===== src/rtl/long_sync_ctrl_if.sv =====
// Signal bundle between the long-preamble sync control stage and its
// neighbours: the packet controller, the peak-picker and the FFT input.
interface long_sync_ctrl_if #(
  parameter int GP_COUNTER_WIDTH = 8,
  parameter int DATA_WIDTH       = 16
);
  logic                        start;
  logic                        abort;
  logic [7:0]                  num_sym;
  logic                        in_strobe;
  logic [DATA_WIDTH-1:0]       in_I;
  logic [DATA_WIDTH-1:0]       in_Q;
  logic [GP_COUNTER_WIDTH-1:0] fm_index;
  logic                        fm_enable;
  logic [GP_COUNTER_WIDTH-1:0] fm_counter;
  logic                        out_strobe;
  logic [DATA_WIDTH-1:0]       out_I;
  logic [DATA_WIDTH-1:0]       out_Q;
  logic                        out_sym_start;
  logic [GP_COUNTER_WIDTH-1:0] peak_idx;
  logic                        sync_done;
  logic                        sync_fail;

  // Environment side: packet control, sample source and peak-picker result.
  modport master (
    output start, abort, num_sym, in_strobe, in_I, in_Q, fm_index,
    input  fm_enable, fm_counter, out_strobe, out_I, out_Q, out_sym_start,
           peak_idx, sync_done, sync_fail
  );

  // Control stage side.
  modport slave (
    input  start, abort, num_sym, in_strobe, in_I, in_Q, fm_index,
    output fm_enable, fm_counter, out_strobe, out_I, out_Q, out_sym_start,
           peak_idx, sync_done, sync_fail
  );
endinterface


===== src/rtl/long_sync_ctrl.sv =====
// Long-preamble sync control: runs the peak search window, latches the peak,
// waits for the first symbol boundary, then strips the cyclic prefix and
// forwards the FFT body of each symbol with a symbol-start flag.
module long_sync_ctrl #(
  parameter int GP_COUNTER_WIDTH = 8,
  parameter int DATA_WIDTH       = 16,
  parameter int SEARCH_LEN       = 160,
  parameter int PEAK_TO_SYM      = 128,
  parameter int CP_LEN           = 16,
  parameter int FFT_LEN          = 64
) (
  input logic             CLK,
  input logic             a_RST_n,
  long_sync_ctrl_if.slave bus
);
  localparam int SYM_LEN = CP_LEN + FFT_LEN;
  localparam int CW      = GP_COUNTER_WIDTH + 2;
  localparam int PW      = $clog2(SYM_LEN + 1);

  localparam logic [CW-1:0] SEARCH_LAST = CW'(SEARCH_LEN - 1);
  localparam logic [CW-1:0] PEAK_OFS    = CW'(PEAK_TO_SYM);
  localparam logic [PW-1:0] CP_POS      = PW'(CP_LEN);
  localparam logic [PW-1:0] LAST_POS    = PW'(SYM_LEN - 1);

  typedef enum logic [2:0] {
    S_IDLE,
    S_SEARCH,
    S_LATCH,
    S_ALIGN,
    S_TRACK
  } state_t;

  state_t state, state_nxt;

  logic [CW-1:0]               cnt;
  logic [CW-1:0]               target;
  logic [PW-1:0]               pos;
  logic [7:0]                  sym;
  logic [GP_COUNTER_WIDTH-1:0] peak_q;
  logic                        out_strobe_q;
  logic                        out_sym_start_q;
  logic [DATA_WIDTH-1:0]       out_i_q;
  logic [DATA_WIDTH-1:0]       out_q_q;
  logic                        done_q;
  logic                        fail_q;

  logic fm_en;
  logic cnt_inc;
  logic latch_c;
  logic trk_c;
  logic fwd;
  logic done_c;
  logic fail_c;

  // State register.
  // NOTE: every clocked block uses non-blocking (<=) assignments so all
  // registers update together from values sampled before the edge.
  always_ff @(posedge CLK or negedge a_RST_n) begin
    if (!a_RST_n) state <= S_IDLE;
    else          state <= state_nxt;
  end

  // Next-state decode and per-cycle control strobes.
  // NOTE: every signal gets a default at the top of the block, so no path
  // leaves one unassigned and no latch is inferred.
  always_comb begin
    state_nxt = state;
    fm_en     = 1'b0;
    cnt_inc   = 1'b0;
    latch_c   = 1'b0;
    trk_c     = 1'b0;
    fail_c    = 1'b0;
    done_c    = 1'b0;
    fwd       = 1'b0;

    unique case (state)
      S_IDLE: begin
        if (bus.start) state_nxt = S_SEARCH;
      end
      S_SEARCH: begin
        fm_en   = 1'b1;
        cnt_inc = bus.in_strobe;
        if (bus.in_strobe && cnt == SEARCH_LAST) state_nxt = S_LATCH;
      end
      S_LATCH: begin
        fm_en     = 1'b1;
        latch_c   = 1'b1;
        cnt_inc   = bus.in_strobe;
        state_nxt = S_ALIGN;
      end
      S_ALIGN: begin
        cnt_inc = bus.in_strobe;
        // cnt never passes target while waiting, so this only fires on entry.
        if (target < cnt) begin
          fail_c    = 1'b1;
          state_nxt = S_IDLE;
        end else if (bus.in_strobe && cnt == target) begin
          // The boundary sample itself is pos 0 of the first symbol.
          trk_c     = 1'b1;
          state_nxt = S_TRACK;
        end
      end
      S_TRACK: begin
        trk_c = bus.in_strobe;
      end
      default: state_nxt = S_IDLE;
    endcase

    fwd = trk_c && (pos >= CP_POS);
    if (trk_c && pos == LAST_POS && bus.num_sym != 8'd0 &&
        sym == bus.num_sym - 8'd1) begin
      done_c    = 1'b1;
      state_nxt = S_IDLE;
    end

    // Abort wins over everything, including a start pulse in IDLE.
    if (bus.abort) begin
      state_nxt = S_IDLE;
      cnt_inc   = 1'b0;
      latch_c   = 1'b0;
      trk_c     = 1'b0;
      fwd       = 1'b0;
      done_c    = 1'b0;
      fail_c    = 1'b0;
    end
  end

  // Sample counter, peak/target latch, symbol position and registered outputs.
  always_ff @(posedge CLK or negedge a_RST_n) begin
    if (!a_RST_n) begin
      cnt             <= '0;
      target          <= '0;
      pos             <= '0;
      sym             <= '0;
      peak_q          <= '0;
      out_strobe_q    <= 1'b0;
      out_sym_start_q <= 1'b0;
      out_i_q         <= '0;
      out_q_q         <= '0;
      done_q          <= 1'b0;
      fail_q          <= 1'b0;
    end else begin
      if (state == S_IDLE) cnt <= '0;
      else if (cnt_inc)    cnt <= cnt + CW'(1);

      if (latch_c) begin
        peak_q <= bus.fm_index;
        target <= CW'(bus.fm_index) + PEAK_OFS;
      end

      if (state == S_IDLE) begin
        pos <= '0;
        sym <= '0;
      end else if (trk_c) begin
        if (pos == LAST_POS) begin
          pos <= '0;
          sym <= sym + 8'd1;
        end else begin
          pos <= pos + PW'(1);
        end
      end

      out_strobe_q    <= fwd;
      out_sym_start_q <= fwd && (pos == CP_POS);
      if (fwd) begin
        out_i_q <= bus.in_I;
        out_q_q <= bus.in_Q;
      end
      done_q <= done_c;
      fail_q <= fail_c;
    end
  end

  assign bus.fm_enable     = fm_en;
  assign bus.fm_counter    = cnt[GP_COUNTER_WIDTH-1:0];
  assign bus.out_strobe    = out_strobe_q;
  assign bus.out_sym_start = out_sym_start_q;
  assign bus.out_I         = out_i_q;
  assign bus.out_Q         = out_q_q;
  assign bus.peak_idx      = peak_q;
  assign bus.sync_done     = done_q;
  assign bus.sync_fail     = fail_q;
endmodule


===== src/flat_wrapper.sv =====
// flat-port wrapper written by rule: the top's interface ports become plain ports
module long_sync_ctrl_flat 
#(
  parameter int GP_COUNTER_WIDTH = 8,
  parameter int DATA_WIDTH       = 16,
  parameter int SEARCH_LEN       = 160,
  parameter int PEAK_TO_SYM      = 128,
  parameter int CP_LEN           = 16,
  parameter int FFT_LEN          = 64
)
  (CLK, a_RST_n, bus_start, bus_abort, bus_num_sym, bus_in_strobe, bus_in_I, bus_in_Q, bus_fm_index, bus_fm_enable, bus_fm_counter, bus_out_strobe, bus_out_I, bus_out_Q, bus_out_sym_start, bus_peak_idx, bus_sync_done, bus_sync_fail);
  long_sync_ctrl_if #(.GP_COUNTER_WIDTH(GP_COUNTER_WIDTH), .DATA_WIDTH(DATA_WIDTH)) bus_i ();
  input logic CLK;
  input logic a_RST_n;
  input wire logic [$bits(bus_i.start)-1:0] bus_start;
  input wire logic [$bits(bus_i.abort)-1:0] bus_abort;
  input wire logic [$bits(bus_i.num_sym)-1:0] bus_num_sym;
  input wire logic [$bits(bus_i.in_strobe)-1:0] bus_in_strobe;
  input wire logic [$bits(bus_i.in_I)-1:0] bus_in_I;
  input wire logic [$bits(bus_i.in_Q)-1:0] bus_in_Q;
  input wire logic [$bits(bus_i.fm_index)-1:0] bus_fm_index;
  output wire logic [$bits(bus_i.fm_enable)-1:0] bus_fm_enable;
  output wire logic [$bits(bus_i.fm_counter)-1:0] bus_fm_counter;
  output wire logic [$bits(bus_i.out_strobe)-1:0] bus_out_strobe;
  output wire logic [$bits(bus_i.out_I)-1:0] bus_out_I;
  output wire logic [$bits(bus_i.out_Q)-1:0] bus_out_Q;
  output wire logic [$bits(bus_i.out_sym_start)-1:0] bus_out_sym_start;
  output wire logic [$bits(bus_i.peak_idx)-1:0] bus_peak_idx;
  output wire logic [$bits(bus_i.sync_done)-1:0] bus_sync_done;
  output wire logic [$bits(bus_i.sync_fail)-1:0] bus_sync_fail;
  assign bus_i.start = bus_start;
  assign bus_i.abort = bus_abort;
  assign bus_i.num_sym = bus_num_sym;
  assign bus_i.in_strobe = bus_in_strobe;
  assign bus_i.in_I = bus_in_I;
  assign bus_i.in_Q = bus_in_Q;
  assign bus_i.fm_index = bus_fm_index;
  assign bus_fm_enable = bus_i.fm_enable;
  assign bus_fm_counter = bus_i.fm_counter;
  assign bus_out_strobe = bus_i.out_strobe;
  assign bus_out_I = bus_i.out_I;
  assign bus_out_Q = bus_i.out_Q;
  assign bus_out_sym_start = bus_i.out_sym_start;
  assign bus_peak_idx = bus_i.peak_idx;
  assign bus_sync_done = bus_i.sync_done;
  assign bus_sync_fail = bus_i.sync_fail;
  long_sync_ctrl #(.GP_COUNTER_WIDTH(GP_COUNTER_WIDTH), .DATA_WIDTH(DATA_WIDTH), .SEARCH_LEN(SEARCH_LEN), .PEAK_TO_SYM(PEAK_TO_SYM), .CP_LEN(CP_LEN), .FFT_LEN(FFT_LEN)) u_core (.CLK(CLK), .a_RST_n(a_RST_n), .bus(bus_i));
endmodule

===== config.mk =====
export PLATFORM = sky130hd
export DESIGN_NAME = long_sync_ctrl_flat
export DESIGN_NICKNAME = d
export VERILOG_FILES = /design/src/rtl/long_sync_ctrl_if.sv /design/src/rtl/long_sync_ctrl.sv /design/src/flat_wrapper.sv
export SDC_FILE = /design/constraint.sdc
export NUM_CORES = 1
export LEC_CHECK = 0
export CAP_MARGIN = 20
export CORE_MARGIN = 5
export CORE_UTILIZATION = 34
export CTS_BUF_LIST = sky130_fd_sc_hd__clkbuf_4 sky130_fd_sc_hd__clkbuf_8
export DETAILED_ROUTE_END_ITERATION = 16
export SYNTH_ARGS = -nofsm -noshare
export SYNTH_HDL_FRONTEND = slang
export SYNTH_SLANG_ARGS = --single-unit

===== constraint.sdc =====
create_clock -name CLK -period 3.15 [get_ports CLK]
set_clock_uncertainty 0.2 [all_clocks]
set_input_delay 0.63 -clock CLK [delete_from_list [all_inputs] [get_ports CLK]]
set_output_delay 0.63 -clock CLK [all_outputs]
set_load 0.005 [all_outputs]

=== Yosys cells after proc, flatten, opt, wreduce, memory -nomap -nowiden ===
Index checks and enable logic that the tools add are counted.

* Register bits after elaboration: 82
* Output and inout port bits: 53

* Magnitude comparators: 2
* Reductions and logical operators: 16
* Multiplexer cells: 30
* Equal/unequal tests: 13
* $add $sub $neg: 5

{| class="wikitable"
|+ Operators by type and width
! operator !! count
|-
| $mux W8 || 3
|-
| $mux W7 || 3
|-
| $mux W10 || 2
|-
| $mux W3 || 6
|-
| $pmux W3 S5 || 1
|-
| $mux W1 || 14
|-
| $add A10 B1 Y10 const B || 1
|-
| $eq A10 B10 Y1 || 1
|-
| $eq A10 B8 Y1 const B || 1
|-
| $lt A10 B10 Y1 || 1
|-
| $add A8 B8 Y9 const B || 1
|-
| $add A8 B1 Y8 const B || 1
|-
| $eq A8 B8 Y1 || 1
|-
| $reduce_bool A8 Y1 || 1
|-
| $sub A8 B1 Y8 const B || 1
|-
| $add A7 B1 Y7 const B || 1
|-
| $eq A7 B5 Y1 const B || 1
|-
| $eq A7 B7 Y1 const B || 1
|-
| $ge A7 B5 Y1 const B || 1
|-
| $logic_and A1 B1 Y1 || 7
|-
| $eq A3 B2 Y1 const B || 2
|-
| $reduce_bool A2 Y1 || 3
|-
| $ne A5 B2 Y1 const B || 1
|-
| $ne A4 B2 Y1 const B || 1
|-
| 10 further kinds || 10
|}

=== Logic depth before layout (Yosys ltp) ===
Gate-level depths: netlist (run 1).

* Depth in word-level cells: 10
* Mapped depth: 10
* Gate-level depth less buffers: 8

=== Worst setup path after synthesis (run 1) ===
Ideal clock, no wire load.

* Path kind: reg-to-reg
* Start point: reg u_core.cnt[2]
* End point: reg u_core.pos[4]
* Slack: 507 ps
* Stages on the path, launching flop included: 11
* Arrival: 2365 ps
* Buffers on the path: 2
* Setup time: 78 ps
* Period minus slack after synthesis: 2643 ps
* Cells stage by stage: dfrtp_1 > inv_1 > ha_1 > nand4_1 > o21bai_1 > and4b_1 > buf_6 > or3_1 > buf_2 > or4_1 > a21oi_1

* Word-level cells in the longest chain between the ends: 7

{| class="wikitable"
|+ RTL lines
! what !! RTL line !! source
|-
| from (decl) || long_sync_ctrl.sv:35 || <nowiki>logic [CW-1:0] cnt;</nowiki>
|-
| from (signal assigned) || long_sync_ctrl.sv:144 || <nowiki>else if (cnt_inc) cnt <= cnt + CW'(1);</nowiki>
|-
| parallel branches: the longest is 3 deep, another holds $lt A10 B10 Y1 || -- ||
|-
| $mux W1 (*) || long_sync_ctrl.sv:94 || <nowiki>if (target < cnt) begin</nowiki>
|-
| $pmux W1 S2 (*) || long_sync_ctrl.sv:76 || <nowiki>unique case (state)</nowiki>
|-
| $mux W1 (*) || long_sync_ctrl.sv:117 || <nowiki>if (bus.abort) begin</nowiki>
|-
| $reduce_bool A2 Y1 (no source line) (*) || -- ||
|-
| to (signal assigned) || long_sync_ctrl.sv:159 || <nowiki>pos <= pos + PW'(1);</nowiki>
|-
| to (decl) || long_sync_ctrl.sv:37 || <nowiki>logic [PW-1:0] pos;</nowiki>
|}

Every way passes the cells marked *.
A chain may end at the register's enable or synchronous reset.

=== Worst setup path after layout (run 1) ===
* Start point: reg u_core.cnt[7]
* End point: reg u_core.out_i_q[2] (netlist: u_core.bus.out_I[2])

* Word-level cells in the longest chain between the ends: 7

{| class="wikitable"
|+ RTL lines
! what !! RTL line !! source
|-
| parallel branches: the longest is 3 deep, another holds $lt A10 B10 Y1 || -- ||
|-
| $mux W1 (*) || long_sync_ctrl.sv:94 ||
|-
| $pmux W1 S2 (*) || long_sync_ctrl.sv:76 ||
|-
| $logic_and A1 B1 Y1 (*) || long_sync_ctrl.sv:109 || <nowiki>fwd = trk_c && (pos >= CP_POS);</nowiki>
|-
| $mux W1 (*) || long_sync_ctrl.sv:117 ||
|-
| to (signal assigned) || long_sync_ctrl.sv:166 || <nowiki>out_i_q <= bus.in_I;</nowiki>
|-
| to (decl) || long_sync_ctrl.sv:42 || <nowiki>logic [DATA_WIDTH-1:0] out_i_q;</nowiki>
|}

Marks and branches as above.

==> reports/metrics.cfg, run 1 <==
[cts]
cts_tree=done
clkLatencyLatePin_ps=350
numCtsBuffers=9
clock-sinks=73
cts_root_buf=clkbuf_8
clk_pin_slew_ps=80
htreeDepth=3
post_cts_buffers=0
clock_path_buffers=2
cts_repair_resize_count=0
postCtsHoldBufs=0

[timing]
timing.final.crit_share=0.905
rsz0062_at_grt=false
tightest_slew_ps=955
setup_ws_ps=300
hold_viol=0
period_needed_ps=2850
whs_ps=231
fmax_ghz=0.351
tns_ps=0
slew_violations=0
slew_headroom=0.364
setup_viol_count_final=0

[yosys]
synth-seq-area-share=0.470
yosysWarningCount=0
synthFlopType=dfrtp_1
synthTopCellsByArea=dfrtp_1, mux2_2, xnor2_1
synth_edf_count=0
synthCells=349
synth_top_cell_by_area=dfrtp_1
yosys_register_bits=73
yosysMostFrequentCell=dfrtp_1
synthTopCellsByCount=dfrtp_1, mux2_2, nor2_1, xnor2_1
async_reset_ff_frac=1.00
netlist_area_um2=3880
synth_area_per_cell_um2=11.1
ys_types=57
synth.top_cell.area_share=0.470
syn_nets=417

[global_routing]
grt_pass1_vias=3075
grt_overflow_total=0
grt_max_degree=74
grt_pass1_wl_mm=15.1
antenna_found_initial=0
track_usage=0.141

[setup_path]
critical_path.slowest_cell=dfrtp_1
end_kind=flop
critical_path_class=reg -> reg
required_ps=3190
worstPathMaxFanout=33
critPathBufInv=2
crit_arrival_ps=2890
crit_chain=inv_1 -> ha_1 -> a211o_1 -> a32oi_1 -> and4b_1 -> nor3_2 -> o31ai_4 -> buf_12 -> mux2_2
slowest_delay_ps=410
start_kind=flop
cp_top_family=compound AO/OA/AOI/OAI gates

[die]
dieWidth_um=117
die_area_um2=13700
num_rows=39
die_h_um=117
ioPinCount=106
start_util=0.343
coreArea_um2=11300

[run]
cap_viol_max_count=0

[drt]
wire_per_inst_um=15.4
drtIter0Drc=119
vias=2904
vias_per_cell=4.87
drt_wl_total_mm=9.17
drc=0
first_pass_iters=5
ant_nets=0

[final_layout]
nFillCells=1117
antenna_cells=0
fin_nets=516
synthToLayoutAreaGrowth_pct=34.1
drive_gt1_frac=0.181

[placed_design]
io_buffers=105
pre_cts_ws_ps=18.2
gp_congestion=0.831
dpl.hpwl_mm=6.75

[pwr]
peakVddDrop_mv=0.245
power_density_nw_per_um2=357
power.leakage_uw=0.00227

[run_status]
outcome=finished clean

[min_path]
hold_path.class=in -> async

-- per-stage QoR --
step	total power, uW	cell area, um2	util	std cells
2_1_floorplan	1040	3880	-	349
3_3_place_gp	1150	5010	0.443	580
3_5_place_dp	1160	5010	0.443	580
4_1_cts	1890	5210	0.460	596
5_1_grt	1950	5210	0.460	596
6_report	1860	5210	0.460	596
-- flip-flops by register name (all words and copies together) (netlist names), 3 cells and up --
| signal | count |
|---|---|
| u_core.bus.out_I | 16 |
| u_core.state | 3 |
| u_core.cnt | 10 |
| u_core.sym | 8 |
| u_core.pos | 7 |
| u_core.bus.peak_idx | 8 |
| u_core.bus.out_Q | 16 |
-- layout make-up --
cell class / instances / area, um2 / share of cell area
clock buffer: 14 / 186 / 0.0358
clock inverter: 2 / 10.0 / 0.00192
inverter: 17 / 63.8 / 0.0123
multi-input combinational: 229 / 1780 / 0.343
sequential: 73 / 1830 / 0.351
tap: 143 / 179 / 0.0344
timing repair buffer: 118 / 1160 / 0.222
-- cells by family after synthesis --
family                     synth area share
and+or+nand+nor                       0.159
DFF                                   0.470
buffers and inverters                0.0725
xor gates and xnor gates             0.0609
AOI/OAI and AO/OA                    0.0609
muxes                                 0.129
adders and majority gates            0.0483
-- final timing paths --
path / from / end / slack (ps) / cells after the start
min in group CLK: u_core.bus.out_I[4]$_DFFE_PN0P_ / u_core.bus.out_I[4]$_DFFE_PN0P_ / 300 / 1
max reg2reg: u_core.cnt[7]$_DFFE_PN0P_ / u_core.bus.out_I[2]$_DFFE_PN0P_ / 300 / 9
max in group asynchronous: a_RST_n / u_core.bus.out_Q[10]$_DFFE_PN0P_ / 1910 / 1
min: a_RST_n / u_core.sym[3]$_DFFE_PN0P_ / 230 / 1
min reg2reg: u_core.bus.out_I[4]$_DFFE_PN0P_ / u_core.bus.out_I[4]$_DFFE_PN0P_ / 300 / 1
max: u_core.cnt[7]$_DFFE_PN0P_ / u_core.bus.out_I[2]$_DFFE_PN0P_ / 300 / 9
-- cell usage in the layout (no fill, tap or decap), types with 11 or more instances in the layout --
cell type	instances
buf_4	13
clkbuf_8	13
clkdlybuf4s50_1	104
dfrtp_1	73
ha_1	15
inv_1	17
mux2_2	39
nand2_1	11
nor2_1	31
xnor2_1	23
-- layer usage --
layer  vias up  share of wire  global-route usage
li1       1415              -                   -
met1      1415           0.44               0.184
met2        61           0.50               0.228
met3        13          0.041              0.0298
met4         0          0.020              0.0596
met5         -              0                   0
-- power by group --
part	switching, uW	leakage [uW]	internal (uW)
combinational	78.6	0.00116	104
sequential	9.22	0.00101	944
clock	347	0.000106	379
total	435	0.00227	1430
(Power assumes the default switching activity.)
==> run 2: changes to the inputs <==
CORE_ASPECT_RATIO = 0.7   (was default)
clock period = 3 ns   (was 3.15 ns; I/O delays follow)
==> run 2 against run 1 <==
  * Utilization increased by 1.6 points
  * Combinational power increased by 10%
  * Clock power increased by 7.7%
  * Via count increased by 1.1%
  * Largest power group unchanged
  * Wire length increased by 4.5%
  * Register-to-register slack got worse by 99 ps
  * First-iteration DRC count increased by 47%
  * Cell count increased by 2.5%
  * Worst setup slack got worse by 99 ps
==> reports/metrics.cfg, run 2 (synthesis gave the netlist of run 1 again) <==
[global_routing]
grt_max_degree=74  ; unchanged
antenna_found_initial=0  ; unchanged
grt_pass1_wl_mm=16.0  ; was 15.1 mm
grt_overflow_total=0  ; unchanged
track_usage=0.149  ; was 0.141
grt_pass1_vias=3149  ; was 3075

[cts]
cts_repair_resize_count=0  ; unchanged
clock_path_buffers=2  ; unchanged
htreeDepth=3  ; unchanged
clk_pin_slew_ps=80  ; about the same
cts_tree=done  ; unchanged
clkLatencyLatePin_ps=350  ; about the same
cts_root_buf=clkbuf_8  ; unchanged
clock-sinks=73  ; unchanged
numCtsBuffers=9  ; unchanged
post_cts_buffers=0  ; unchanged

[drt]
wire_per_inst_um=15.7  ; was 15.4 um
wl_met3_mm=1.22  ; was 376 um
first_pass_iters=5  ; unchanged
maxUsedRoutingLayer=met4  ; unchanged
ant_nets=0  ; unchanged
vias=2937  ; was 2904
drtIter0Drc=175  ; was 119
route.met2.wl_mm=3.88  ; was 4.57 mm
vias_per_cell=4.81  ; was 4.87
wl_met1_mm=4.36  ; was 4.03 mm
drt_wl_total_mm=9.58  ; was 9.17 mm
drc=0  ; unchanged

[min_path]
min_from=u_core.bus.out_I[1]$_DFFE_PN0P_
hold_path.class=reg -> reg  ; was in -> async
holdPathStages=1
hold_path_end=u_core.bus.out_I[1]$_DFFE_PN0P_

[final_layout]
fin_area_um2=5280  ; was 5210 um2
nFillCells=1018  ; was 1117
final_common_cell=clkdlybuf4s50_1  ; unchanged
final_cell_mix=clkdlybuf4s50_1, dfrtp_1, mux2_2  ; unchanged
fin_cells=611  ; was 596
fin_nets=521  ; was 516
synthToLayoutAreaGrowth_pct=36.0  ; was 34.1%
antenna_cells=0  ; unchanged
drive_gt1_frac=0.188  ; was 0.181

[timing]
period_needed_ps=2800  ; was 2850 ps
slew_headroom=0.694  ; was 0.364
slew_violations=0  ; unchanged
tightest_slew_ps=455  ; was 955 ps
setup_viol_count_final=0  ; unchanged
timing.final.crit_share=0.933  ; was 0.905
rsz0062_at_grt=false  ; unchanged
fmax_ghz=0.357  ; was 0.351 GHz
tns_ps=0  ; unchanged
hold_viol=0  ; unchanged

[placed_design]
gp_congestion=0.873  ; was 0.831
io_buffers=105  ; unchanged
place_inst=593  ; was 580
dpl_cell_area_um2=5050  ; was 5010 um2
dpl.hpwl_mm=6.99  ; was 6.75 mm

[run_status]
outcome=finished clean  ; unchanged

[die]
die_area_um2=13700  ; about the same
start_util=0.350  ; was 0.343
die_h_um=99.4  ; was 117 um
dieWidth_um=138  ; was 117 um
coreArea_um2=11100  ; was 11300 um2
num_rows=32  ; was 39
ioPinCount=106  ; unchanged

[pwr]
peakVddDrop_mv=0.204  ; was 0.245 mV
power_density_nw_per_um2=376  ; was 357 nW/um2
power_uw=1980  ; was 1860 uW
power.leakage_uw=0.00229  ; was 0.00227 uW

[setup_path]
required_ps=3080  ; was 3190 ps
critical_path.slowest_cell=or4_1  ; was dfrtp_1
crit_chain=inv_1 -> ha_1 -> nand4b_1 -> nor3_1 -> a21oi_2 -> or3_1 -> or4_1 -> a21oi_1  ; was inv_1 -> ha_1 -> a211o_1 -> a32oi_1 -> and4b_1 -> nor3_2 -> o31ai_4 -> buf_12 -> mux2_2
critical_path_class=reg -> reg  ; unchanged
critPathBufInv=1  ; was 2
rr_worst_depth=8  ; was 9
start_kind=flop  ; unchanged
end_kind=flop  ; unchanged
slowest_delay_ps=520  ; was 410 ps
cp_top_family=simple AND/OR/NAND/NOR gates  ; was compound AO/OA/AOI/OAI gates
r2r-start=u_core.cnt[7]$_DFFE_PN0P_  ; unchanged
r2r-end=u_core.sym[5]$_DFFE_PN0P_  ; was u_core.bus.out_I[2]$_DFFE_PN0P_
worstPathMaxFanout=5  ; was 33
r2r_setup_slack_ps=200  ; was 300 ps
crit_arrival_ps=2880  ; was 2890 ps

[run]
cap_viol_max_count=0  ; unchanged

run 2: changes by cell type in the layout (fill, tap and decap cells not counted):
cell | previous run | this run
clkbuf_8 | 13 | 9
buf_4 | 13 | 16
buf_16 | 0 | 1
bufinv_16 | 0 | 1
clkbuf_4 | 1 | 2
clkinv_4 | 0 | 1
clkinvlp_4 | 0 | 1
dlygate4sd3_1 | 0 | 1
run 2: per-layer routing:
| layer | track usage | vias up |
|---|---|---|
| met5 | 0 | - |
| met4 | 0.0395 | 0 |
| met3 | 0.0880 | 10 |
| met2 | 0.213 | 125 |
| met1 | 0.192 | 1382 |
| li1 | - | 1420 |
run 2: cell type report:
cell class / instances / area [um2] / area share
clock inverters: 5 / 56.3 / 0.0107
flip-flops and latches: 73 / 1830 / 0.346
clock buffers: 11 / 139 / 0.0263
repair buffers: 123 / 1220 / 0.231
inverters: 17 / 63.8 / 0.0121
well taps: 153 / 191 / 0.0363
multi-input cells: 229 / 1780 / 0.338
run 2: where the power goes:
group / total, uW / leakage [uW] / switching, uW / internal, uW
logic: 202 / 0.00119 / 85.6 / 116
clock network: 782 / 0.000100 / 380 / 402
registers: 1000 / 0.00101 / 9.91 / 991
run 2: worst register-to-register path, cell delays in order (launching register included):
cell	delay, ps
dfrtp_1	430
inv_1	100
ha_1	310
nand4b_1	160
nor3_1	320
a21oi_2	120
or3_1	410
or4_1	520
a21oi_1	150
run 2: worst max path at each step:
stage	end	depth (start not counted)	startpoint
2_1_floorplan	u_core.pos[4]$_DFFE_PN0P_	10	u_core.cnt[2]$_DFFE_PN0P_
3_3_place_gp	u_core.state[2]$_DFFE_PN0P_	9	bus_num_sym[0]
3_5_place_dp	u_core.state[2]$_DFFE_PN0P_	9	bus_num_sym[0]
4_1_cts	u_core.sym[5]$_DFFE_PN0P_	8	u_core.cnt[7]$_DFFE_PN0P_
5_1_grt	u_core.sym[5]$_DFFE_PN0P_	8	u_core.cnt[7]$_DFFE_PN0P_
6_report	u_core.sym[5]$_DFFE_PN0P_	8	u_core.cnt[7]$_DFFE_PN0P_
run 2: repair_timing:
item                                    CTS  global route
endpoints found under the hold margin     0            27
hold buffers                              0             1
endpoints found under the setup margin    0             0
run 2: per-stage QoR:
step | setup WS [ps] | hold WS (ps) | utilization
floorplan | 357 | 104 | -
global placement | 73.4 | 286 | 0.455
detailed placement | -42.4 | 294 | 0.455
CTS | 208 | 224 | 0.473
global route | 77.7 | 330 | 0.476
finish | 201 | 308 | 0.476
==> run 3: changes to the inputs <==
ABC_AREA = 0   (was default)
==> results of run 3 <==
The final DEF is identical to that of run 2; final timing and power are the same.
